**config.mk**
```make
export PLATFORM = sky130hd
export DESIGN_NAME = jlsemi_util_sync_edge_det
export DESIGN_NICKNAME = d
export VERILOG_FILES = /design/src/rtl/jlsemi_util_sync_edge_det.sv
export SDC_FILE = /design/constraint.sdc
export NUM_CORES = 1
export LEC_CHECK = 0
export ABC_AREA = 1
export BUFFER_PORTS_ARGS = -buffer_cell sky130_fd_sc_hd__buf_2
export CORE_AREA = 3 3 40 42
export DETAILED_ROUTE_END_ITERATION = 10
export DIE_AREA = 0 0 43 45
export PLACE_DENSITY = 0.36
export SYNTH_ARGS = -nofsm -noshare
export SYNTH_HDL_FRONTEND = slang
export SYNTH_SLANG_ARGS = --single-unit
```
**constraint.sdc**
```tcl
create_clock -name clk_in -period 0.9 [get_ports clk_in]
set_clock_uncertainty 0.05 [all_clocks]
set_input_delay 0.18 -clock clk_in [delete_from_list [all_inputs] [get_ports clk_in]]
set_output_delay 0.18 -clock clk_in [all_outputs]
set_load 0.1 [all_outputs]
```
**src/rtl/jlsemi_util_sync_edge_det.sv**
```systemverilog
// Synchronizes an asynchronous-looking level into clk_in and emits registered
// one-cycle rise/fall pulses, SYNC_STAGE+1 cycles after the input edge.
module jlsemi_util_sync_edge_det #(
    parameter int SYNC_STAGE = 2
) (
    input  logic clk_in,
    input  logic rst_in,
    input  logic d_in,
    output logic rise_o,
    output logic fall_o
);

    logic [SYNC_STAGE-1:0] sync_q;
    logic                  last_q;

    always_ff @(posedge clk_in or posedge rst_in) begin
        if (rst_in) begin
            sync_q <= '0;
            last_q <= 1'b0;
            rise_o <= 1'b0;
            fall_o <= 1'b0;
        end else begin
            sync_q <= {sync_q[SYNC_STAGE-2:0], d_in};
            last_q <= sync_q[SYNC_STAGE-1];
            rise_o <= sync_q[SYNC_STAGE-1] & ~last_q;
            fall_o <= ~sync_q[SYNC_STAGE-1] & last_q;
        end
    end

endmodule

```
==> metrics, run 1 <==
outcome=finished, violations left; failing checks=negative setup slack; count of buffer and inverter cells on the critical path=1; routed length per instance=5.97 um; post-synthesis net count=13; Ys Warns=0; drt first pass iters=1; cell accounting for the most synthesized area=dfrtp_1; worst r2r path cells=2; minimum setup slack in the final design=-141 ps; clock tree from TritonCTS=done; total overflow reported by the global router=0; top cells by area in the synthesized netlist=dfrtp_1, inv_1, nor2_1; Floorplan Core Area=1280 sq um; DIE AREA=1940 sq um; peak per-stage delay on the critical path=400 ps; proportion of synthesized chip area in sequential cells=87.0%; Worst Tran Pin Value=187 ps; chain of cells forming the critical path=buf_12; share of synthesized registers carrying an async set or reset=100%; CP Capture Type=primary output; pin count of the biggest net entering global routing=6; wire length of the first global-routing pass=407 um; Critical Setup Path Class=reg -> out; PD cells=2190 nW/um^2; achievable frequency=961 MHz; startpoint of the most critical hold path=sync_q[0]; kind of cell adding the most delay to the critical path=flip-flops; fraction of the core area covered by cells at the end of the flow=20.4%; share of the synthesized area in compound gates (AO/OA/AOI/OAI)=0%; Worst-Skew Late Latency=230 ps; synthesized cell area=144 sq um; DRC viols=0; setup slack after placement=113 ps; Avg Vias per Cell=2.66; Post CTS Setup Buffer Count=0; height of the chip=45 um; top-level port count=5; initial antenna violation count=0; Worst IR Drop VDD=0.737 mV; slowest stage cell on the critical path=dfrtp_2; global-route total usage across every layer=3.76%; initial drt markers=0; synth cell count leaders=dfrtp_1, inv_1, nor2_1; antenna cell count=0; dominant cell by count in the synthesized netlist=dfrtp_1; largest fanout on the critical path=1; Cell variety after synth=3; mux contribution to synthesized area=0%; Num Clock Sinks=5; Worst-path clk slew=40 ps; proportion of netlist area held by the largest area contributor=87.0%; register bit count reported by yosys=5; dominant synthesized flop cell=dfrtp_1; CP Data Arrival Time=810 ps; Routed Wire Length=209 um; kind of launch point of the worst setup path=flop; Hold/Removal Path Class=reg -> reg; post-synthesis cell count=10; post-synthesis adder-cell area fraction=0%; dominant combinational cell family by area after synthesis=buffers and inverters; worst hold path cell count=0; crit path time final=1040 ps; worst flop-to-flop path startpoint=sync_q[1]; Total Nets Final=24; number of buffers inserted during clock tree synthesis=3; CTS Root Buffer Type=clkbuf_4; syn_area_per_cell=14.4 sq um; Reg-to-Reg End=rise_o; hold violation count in the final report=0; setup repair after global routing missed its margin=true; layout cells sized above 1=45.0%; Final Max Tran Viols=0; Worst slew margin=87.5%; port bufs=4; final clock period utilization by the worst path=116%; final weighted congestion of routability-driven global placement=0.534; setup slack on the worst flop-to-flop path=270 ps; via count of the first global-routing pass=103; number of levels the H-tree was split into=1; via count=93; area overhead of the layout relative to synthesis=81.7%; xor/xnor share of the synthesized area=0%; simple-gate share of the synthesized area=5.22%; leakage dissipation=0.127 nW; CP Data Required Time=670 ps; starting utilization of the core area=11.2%; die boundary width=43 um; number of enable flip-flop cells after synthesis=0; Core Rows=13; endpoint of the worst hold-timing path=sync_q[1]; remaining antenna violation count after routing=0; maximum clock insertion buffer count=2; number of violations of the max-capacitance limit=0; number of setup violations in the final report=2
[worst register-to-register path: stages, from the launching register on]
cell,delay [ps]
dfrtp_1,390
inv_1,60
nor2_1,30
[stage by stage]
step	hold slack (ps)	area, sq um	total power [mW]	setup TNS (ps)	cells
floorplan	-91.6	146	0.286	0	10
global placement	30.0	215	0.314	0	29
detailed placement	36.5	215	0.315	0	29
CTS	300	262	0.590	-310	35
global route	324	262	0.612	-329	35
finish	298	262	0.572	-281	35
[metal layers]
| layer | track usage, % | wire length (um) | part of all wire [%] | vias to the layer above |
|---|---|---|---|---|
| met1 | 2.44 | 79 | 38 | 38 |
| li1 | - | - | - | 47 |
| met2 | 3.89 | 85 | 41 | 6 |
| met3 | 6.37 | 39 | 19 | 2 |
| met5 | 0 | 0 | 0 | - |
| met4 | 3.61 | 4 | 1.9 | 0 |
[what timing repair did]
item / in CTS / in global routing
setup endpoints to repair: 2 / 2
cloned: 0 / 0
resized for setup: 0 / 0
pin swaps: 0 / 0
hold buffers: 2 / 0
endpoints found under the hold margin: 6 / 0
[registers in the layout, summed over array words and instances (netlist names)]
| name | cells |
|---|---|
| last_q | 1 |
| sync_q | 2 |
| fall_o | 1 |
| rise_o | 1 |
[cell usage in the layout (no fill, tap or decap)]
| cell type | Yosys | routed |
|---|---|---|
| nor2_1 | 2 | 2 |
| buf_12 | 0 | 2 |
| dfrtp_2 | 0 | 2 |
| clkbuf_4 | 0 | 3 |
| inv_1 | 3 | 3 |
| buf_2 | 0 | 2 |
| dfrtp_1 | 5 | 3 |
| clkbuf_1 | 0 | 1 |
| dlygate4sd3_1 | 0 | 2 |
[worst max-delay path by stage]
stage,startpoint,end,depth (start not counted)
2_1_floorplan,fall_o,fall_o,0
3_3_place_gp,rise_o,rise_o,1
3_5_place_dp,fall_o,fall_o,1
4_1_cts,fall_o,fall_o,1
5_1_grt,rise_o,rise_o,1
6_report,fall_o,fall_o,1
[layout make-up]
class | instances | area, sq um
inverters | 3 | 11.3
multi-input cells | 2 | 7.51
fillers | 137 | 1020
well taps | 15 | 18.8
flip-flops and latches | 5 | 128
clock buffers | 4 | 26.3
repair buffers | 6 | 70.1
[report_power, final]
group | switching, mW | internal (mW) | total, mW
logic | 0.0440 | 0.0283 | 0.0722
clock network | 0.0871 | 0.167 | 0.254
registers | 0.00703 | 0.238 | 0.245
[cells by family (layout without fill, tap and decap cells)]
family / Yosys count / in the layout
buffers and inverters: 3 / 13
DFF: 5 / 5
and+or+nand+nor: 2 / 2
Note: power is estimated with default switching activity, not from simulation.
==> inputs of run 2 (changes only) <==
--- a/config.mk
+++ b/config.mk
@@ -8,7 +8,7 @@
 export ABC_AREA = 1
 export BUFFER_PORTS_ARGS = -buffer_cell sky130_fd_sc_hd__buf_2
-export CORE_AREA = 3 3 40 42
+export CORE_AREA = 2 2 39 41
 export DETAILED_ROUTE_END_ITERATION = 10
-export DIE_AREA = 0 0 43 45
+export DIE_AREA = 0 0 41 43
 export PLACE_DENSITY = 0.36
 export SYNTH_ARGS = -nofsm -noshare
==> constraint.sdc (replaced) <==
create_clock -name clk_in -period 0.9 [get_ports clk_in]
set_clock_uncertainty 0.05 [all_clocks]
set_input_delay 0 -clock clk_in [delete_from_list [all_inputs] [get_ports clk_in]]
set_output_delay 0 -clock clk_in [all_outputs]
set_load 0.1 [all_outputs]
==> run 2 against run 1 <==
Effect of this change:
- clock power grew 4%
- global-route usage rose by 0.57 points
- power up 2.0%
- count of clock-buffer cells in the layout decreased by 1
- largest cell class unchanged
- highest routed layer is now met3
- die area down 8.9%
- the flow now finishes without violations
==> metrics, run 2 (same netlist as run 1, synthesis figures left out) <==
Worst-path clk slew=50 ps (was 40 ps); DRC viols=0 (unchanged); Worst Tran Pin Value=193 ps (was 187 ps); Worst IR Drop VDD=0.510 mV (was 0.737 mV); hold violation count in the final report=0 (unchanged); PD cells=2210 nW/um^2 (was 2190 nW/um^2); total overflow reported by the global router=0 (unchanged); routed length per instance=6.81 um (was 5.97 um); Final Max Tran Viols=0 (unchanged); Post CTS Setup Buffer Count=0 (unchanged); outcome=complete, no violations (was finished, violations left); # placed instances=30 (was 29); CP Capture Type=primary output (unchanged); pin count of the biggest net entering global routing=6 (unchanged); flip-flop count of the largest register, all copies and words added=2 (unchanged); register with the highest flop count=sync_q (unchanged); die boundary width=41 um (was 43 um); via count of the first global-routing pass=103 (unchanged); clock tree from TritonCTS=done (unchanged); area overhead of the layout relative to synthesis=83.5% (was 81.7%); slowest stage cell on the critical path=dfrtp_2 (unchanged); peak per-stage delay on the critical path=410 ps (was 400 ps); worst r2r path cells=2 (unchanged); height of the chip=43 um (was 45 um); initial antenna violation count=0 (unchanged); starting utilization of the core area=10.4% (was 11.2%); Routed Wire Length=245 um (was 209 um); layout cells sized above 1=50.0% (was 45.0%); CP Data Required Time=850 ps (was 670 ps); number of levels the H-tree was split into=1 (unchanged); largest fanout on the critical path=1 (unchanged); kind of cell adding the most delay to the critical path=flip-flops (unchanged); CTS Root Buffer Type=clkbuf_4 (unchanged); Worst Setup SP=rise_o (was fall_o); CP Data Arrival Time=830 ps (was 810 ps); setup repair after global routing missed its margin=true (unchanged); maximum clock insertion buffer count=2 (unchanged); number of setup violations in the final report=0 (was 2); top-level port count=5 (unchanged); port bufs=4 (unchanged); Critical Setup Path Class=reg -> out (unchanged); chain of cells forming the critical path=buf_12 (unchanged); Avg Vias per Cell=2.89 (was 2.66); final weighted congestion of routability-driven global placement=0.487 (was 0.534); Num Clock Sinks=5 (unchanged); drt first pass iters=2 (was 1); Worst-Skew Late Latency=250 ps (was 230 ps); final clock period utilization by the worst path=97.2% (was 116%); wire length of the first global-routing pass=407 um (unchanged); Hold/Removal Path Class=in -> async (was reg -> reg); achievable frequency=1140 MHz (was 961 MHz); DIE AREA=1760 sq um (was 1940 sq um); Worst slew margin=87.1% (was 87.5%); number of violations of the max-capacitance limit=0 (unchanged); worst flop-to-flop path startpoint=sync_q[1] (unchanged); leakage dissipation=0.129 nW (was 0.127 nW); filler-free cell count of the finished design=36 (was 35); CTS-repair resized insts=0 (unchanged); via count=104 (was 93); antenna cell count=0 (unchanged); global-route total usage across every layer=4.33% (was 3.76%); Reg-to-Reg End=rise_o (unchanged); Total Nets Final=24 (unchanged); kind of launch point of the worst setup path=flop (unchanged); count of buffer and inverter cells on the critical path=1 (unchanged); remaining antenna violation count after routing=0 (unchanged); initial drt markers=1 (was 0); Floorplan Core Area=1380 sq um (was 1280 sq um); count of filler cells inserted in the layout=150 (was 137); Core Rows=14 (was 13); number of buffers inserted during clock tree synthesis=3 (unchanged); fraction of the core area covered by cells at the end of the flow=19.1% (was 20.4%); crit path time final=875 ps (was 1040 ps); most frequent cells in the layout=inv_1, clkbuf_4, dfrtp_1 (unchanged); setup slack on the worst flop-to-flop path=260 ps (was 270 ps)
run 2: changes by cell type in the layout (fill, tap and decap cells not counted), sizes merged:
cell and delta:
clkinv +1, clkbuf -1
run 2: cell type report:
class	count	area [sq um]	share of cell area (%)
Clock buffer	3	22.5	8.53
Clock inverter	1	5.00	1.90
Inverter	3	11.3	4.27
Multi-Input combinational cell	2	7.51	2.84
Sequential cell	5	128	48.3
Tap cell	16	20.0	7.58
Timing Repair Buffer	6	70.1	26.5
run 2: what timing repair did:
action,CTS,global route
hold buffers,2,0
setup endpoints to repair,0,1
hold endpoints to repair,6,0
run 2: power breakdown:
group / internal, mW / total [mW] / switching, mW
registers: 0.238 / 0.245 / 0.00734
logic: 0.0283 / 0.0727 / 0.0444
clock network: 0.161 / 0.265 / 0.104
run 2: per-stage QoR:
step / setup TNS, ps / cell area [sq um] / power (mW) / hold slack, ps / setup slack [ps]
final: 0 / 264 / 0.583 / 145 / 24.9
after global routing: -4.93 / 264 / 0.621 / 175 / -4.93
after CTS: 0 / 264 / 0.597 / 138 / 10.1
after detailed placement: 0 / 216 / 0.316 / -143 / 267
after global placement: 0 / 216 / 0.314 / -161 / 286
after floorplan: 0 / 146 / 0.286 / -272 / 204
run 2: layer usage:
metal / global-route usage (%) / vias to the layer above / part of all wire, %
met1: 2.93 / 49 / 34
met4: 4.00 / 0 / 0
li1: - / 46 / -
met2: 5.00 / 9 / 48
met3: 6.28 / 0 / 17
met5: 0 / - / 0
run 2: how the worst max path moves through the flow:
stage,slack [ps],to,depth (start not counted)
floorplan,200,fall_o,0
global placement,290,rise_o,2
detailed placement,270,rise_o,2
CTS,10,rise_o,1
global route,-5,rise_o,1
finish,20,rise_o,1
==> inputs of run 3 (changes only) <==
--- a/config.mk
+++ b/config.mk
@@ -8,4 +8,5 @@
 export ABC_AREA = 1
 export BUFFER_PORTS_ARGS = -buffer_cell sky130_fd_sc_hd__buf_2
+export CAP_MARGIN = 20
 export CORE_AREA = 2 2 39 41
 export DETAILED_ROUTE_END_ITERATION = 10
--- a/constraint.sdc
+++ b/constraint.sdc
@@ -3,3 +3,3 @@
 set_input_delay 0 -clock clk_in [delete_from_list [all_inputs] [get_ports clk_in]]
 set_output_delay 0 -clock clk_in [all_outputs]
-set_load 0.1 [all_outputs]
+set_load 0.02 [all_outputs]
==> run 3 against run 2 <==
Effect of this change:
- design area shrank 13%
- core utilization shrank 2.4 points
- sequential share of layout area grew 6.0 points
- routed wire length is the same
- non-clock buffer count is the same
- via count shrank 5.8%
- cell count is the same
- worst hold slack gained 8.5 ps
- critical endpoint unchanged
==> metrics, run 3 (same netlist as run 1, synthesis figures left out) <==
termination of the worst setup path=rise_o (unchanged); power share of the combinational group=5.7% (was 12.5%); number of buffers inserted during clock tree synthesis=3 (unchanged); maximum clock insertion buffer count=2 (unchanged); CP Data Arrival Time=740 ps (was 830 ps); switching power=0.109 mW (was 0.156 mW); # placed instances=30 (unchanged); final weighted congestion of routability-driven global placement=0.573 (was 0.487); port bufs=4 (unchanged); CTS Root Buffer Type=clkbuf_4 (unchanged); Post-CTS Hold Fix Bufs=2 (unchanged); Setup Total Neg Slack=0 ps (unchanged); Num Clock Sinks=5 (unchanged); filler-free cell count of the finished design=36 (unchanged); Hold Slack=154 ps (was 145 ps); number of setup violations in the final report=0 (unchanged); Final Instance Area=230 sq um (was 264 sq um); via count of the first global-routing pass=127 (was 103); CP Data Required Time=850 ps (about the same); CP Capture Type=primary output (unchanged); Post CTS Setup Buffer Count=0 (unchanged); Worst Tran Pin Value=189 ps (was 193 ps); register with the highest flop count=sync_q (unchanged); count of buffer and inverter cells on the critical path=1 (unchanged); Critical Setup Path Class=reg -> out (unchanged); area overhead of the layout relative to synthesis=60.0% (was 83.5%); final clock period utilization by the worst path=87.7% (was 97.2%); number of levels the H-tree was split into=1 (unchanged); achievable frequency=1270 MHz (was 1140 MHz); Clock Power Share=48.6% (was 45.5%); Total Nets Final=24 (unchanged); minimum setup slack in the final design=111 ps (was 24.9 ps); WP depth=1 (unchanged); setup slack on the worst flop-to-flop path=260 ps (about the same); Worst-path clk slew=40 ps (was 50 ps); Routed Wire Length=245 um (unchanged); setup slack after placement=258 ps (was 267 ps); worst r2r path cells=2 (unchanged); outcome=complete, no violations (unchanged); Net Sw Frac=20.7% (was 26.7%); Reg-to-Reg End=rise_o (unchanged); total cell area at the placement stage=184 sq um (was 216 sq um); Final Max Tran Viols=0 (unchanged); CTS-repair resized insts=0 (unchanged); DRC viols=0 (unchanged); chain of cells forming the critical path=buf_2 (was buf_12); worst flop-to-flop path startpoint=sync_q[1] (unchanged); routed length per instance=6.81 um (unchanged); layout cells sized above 1=35.0% (was 50.0%); die boundary width=41 um (unchanged); PD cells=2290 nW/um^2 (was 2210 nW/um^2); part of the total power dissipated in sequential elements=45.7% (was 42.0%); pin count of the biggest net entering global routing=6 (unchanged); remaining antenna violation count after routing=0 (unchanged); Worst slew margin=87.4% (was 87.1%); via count=98 (was 104); initial antenna violation count=0 (unchanged); Worst Setup SP=rise_o (unchanged); flip-flop count of the largest register, all copies and words added=2 (unchanged); DIE AREA=1760 sq um (unchanged); final total power=0.527 mW (was 0.583 mW); Worst-Skew Late Latency=240 ps (was 250 ps); Avg Vias per Cell=2.72 (was 2.89); most common library cell in the layout ignoring fill and taps=dfrtp_1; Floorplan Core Area=1380 sq um (unchanged); height of the chip=43 um (unchanged); internal cell power=0.418 mW (was 0.427 mW); number of violations of the max-capacitance limit=0 (unchanged); slowest stage cell on the critical path=dfrtp_1 (was dfrtp_2); total overflow reported by the global router=0 (unchanged); initial drt markers=2 (was 1); crit path time final=789 ps (was 875 ps); Core Rows=14 (unchanged); global-route total usage across every layer=5.06% (was 4.33%); fraction of the core area covered by cells at the end of the flow=16.6% (was 19.1%); starting utilization of the core area=10.4% (unchanged); most frequent cells in the layout=dfrtp_1, buf_2, inv_1, clkbuf_4 (was inv_1, clkbuf_4, dfrtp_1); largest fanout on the critical path=1 (unchanged); top-level port count=5 (unchanged); kind of launch point of the worst setup path=flop (unchanged); leakage dissipation=0.121 nW (was 0.129 nW); Hold/Removal Path Class=in -> async (unchanged); drt first pass iters=2 (unchanged); peak per-stage delay on the critical path=350 ps (was 410 ps); clock tree from TritonCTS=done (unchanged); hold violation count in the final report=0 (unchanged); Worst IR Drop VDD=0.598 mV (was 0.510 mV); antenna cell count=0 (unchanged); setup repair after global routing missed its margin=false (was true); wire length of the first global-routing pass=496 um (was 407 um); kind of cell adding the most delay to the critical path=flip-flops (unchanged)
-- run 3: cell types whose count changed in the layout (fill, tap and decap cells not counted), sizes merged --
cell    previous run  this run
clkbuf             3         4
clkinv             1         0
-- run 3: worst min path at each step --
stage          startpoint   endpoint  slack [ps]  cells after the start
3_5_place_dp       rst_in  sync_q[0]        -140                      2
2_1_floorplan      rst_in     fall_o        -270                      1
3_3_place_gp       rst_in  sync_q[0]        -160                      2
4_1_cts            rst_in     last_q         140                      3
5_1_grt            rst_in     rise_o         180                      3
6_report           rst_in     rise_o         150                      3
-- run 3: layout make-up --
| class | instances | area [sq um] |
|---|---|---|
| Clock buffer | 4 | 26.3 |
| Fill cell | 151 | 1150 |
| Inverter | 3 | 11.3 |
| Multi-Input combinational cell | 2 | 7.51 |
| Sequential cell | 5 | 125 |
| Tap cell | 16 | 20.0 |
| Timing Repair Buffer | 6 | 40.0 |
-- run 3: power by group through the flow --
stage          Sequential [mW]  Combinational (mW)  Clock [mW]
6_report                 0.241              0.0300       0.256
5_1_grt                  0.243              0.0345       0.286
4_1_cts                  0.241              0.0305       0.273
3_5_place_dp             0.245              0.0240           0
3_3_place_gp             0.244              0.0220           0
2_1_floorplan            0.250             0.00687           0
-- run 3: layer usage --
metal  vias up  GRT usage [%]  wire length (um)
met1        43           3.96                88
met5         -              0                 0
met4         0           2.00                 0
met2         8           6.25                99
met3         0           7.85                57
li1         47              -                 -
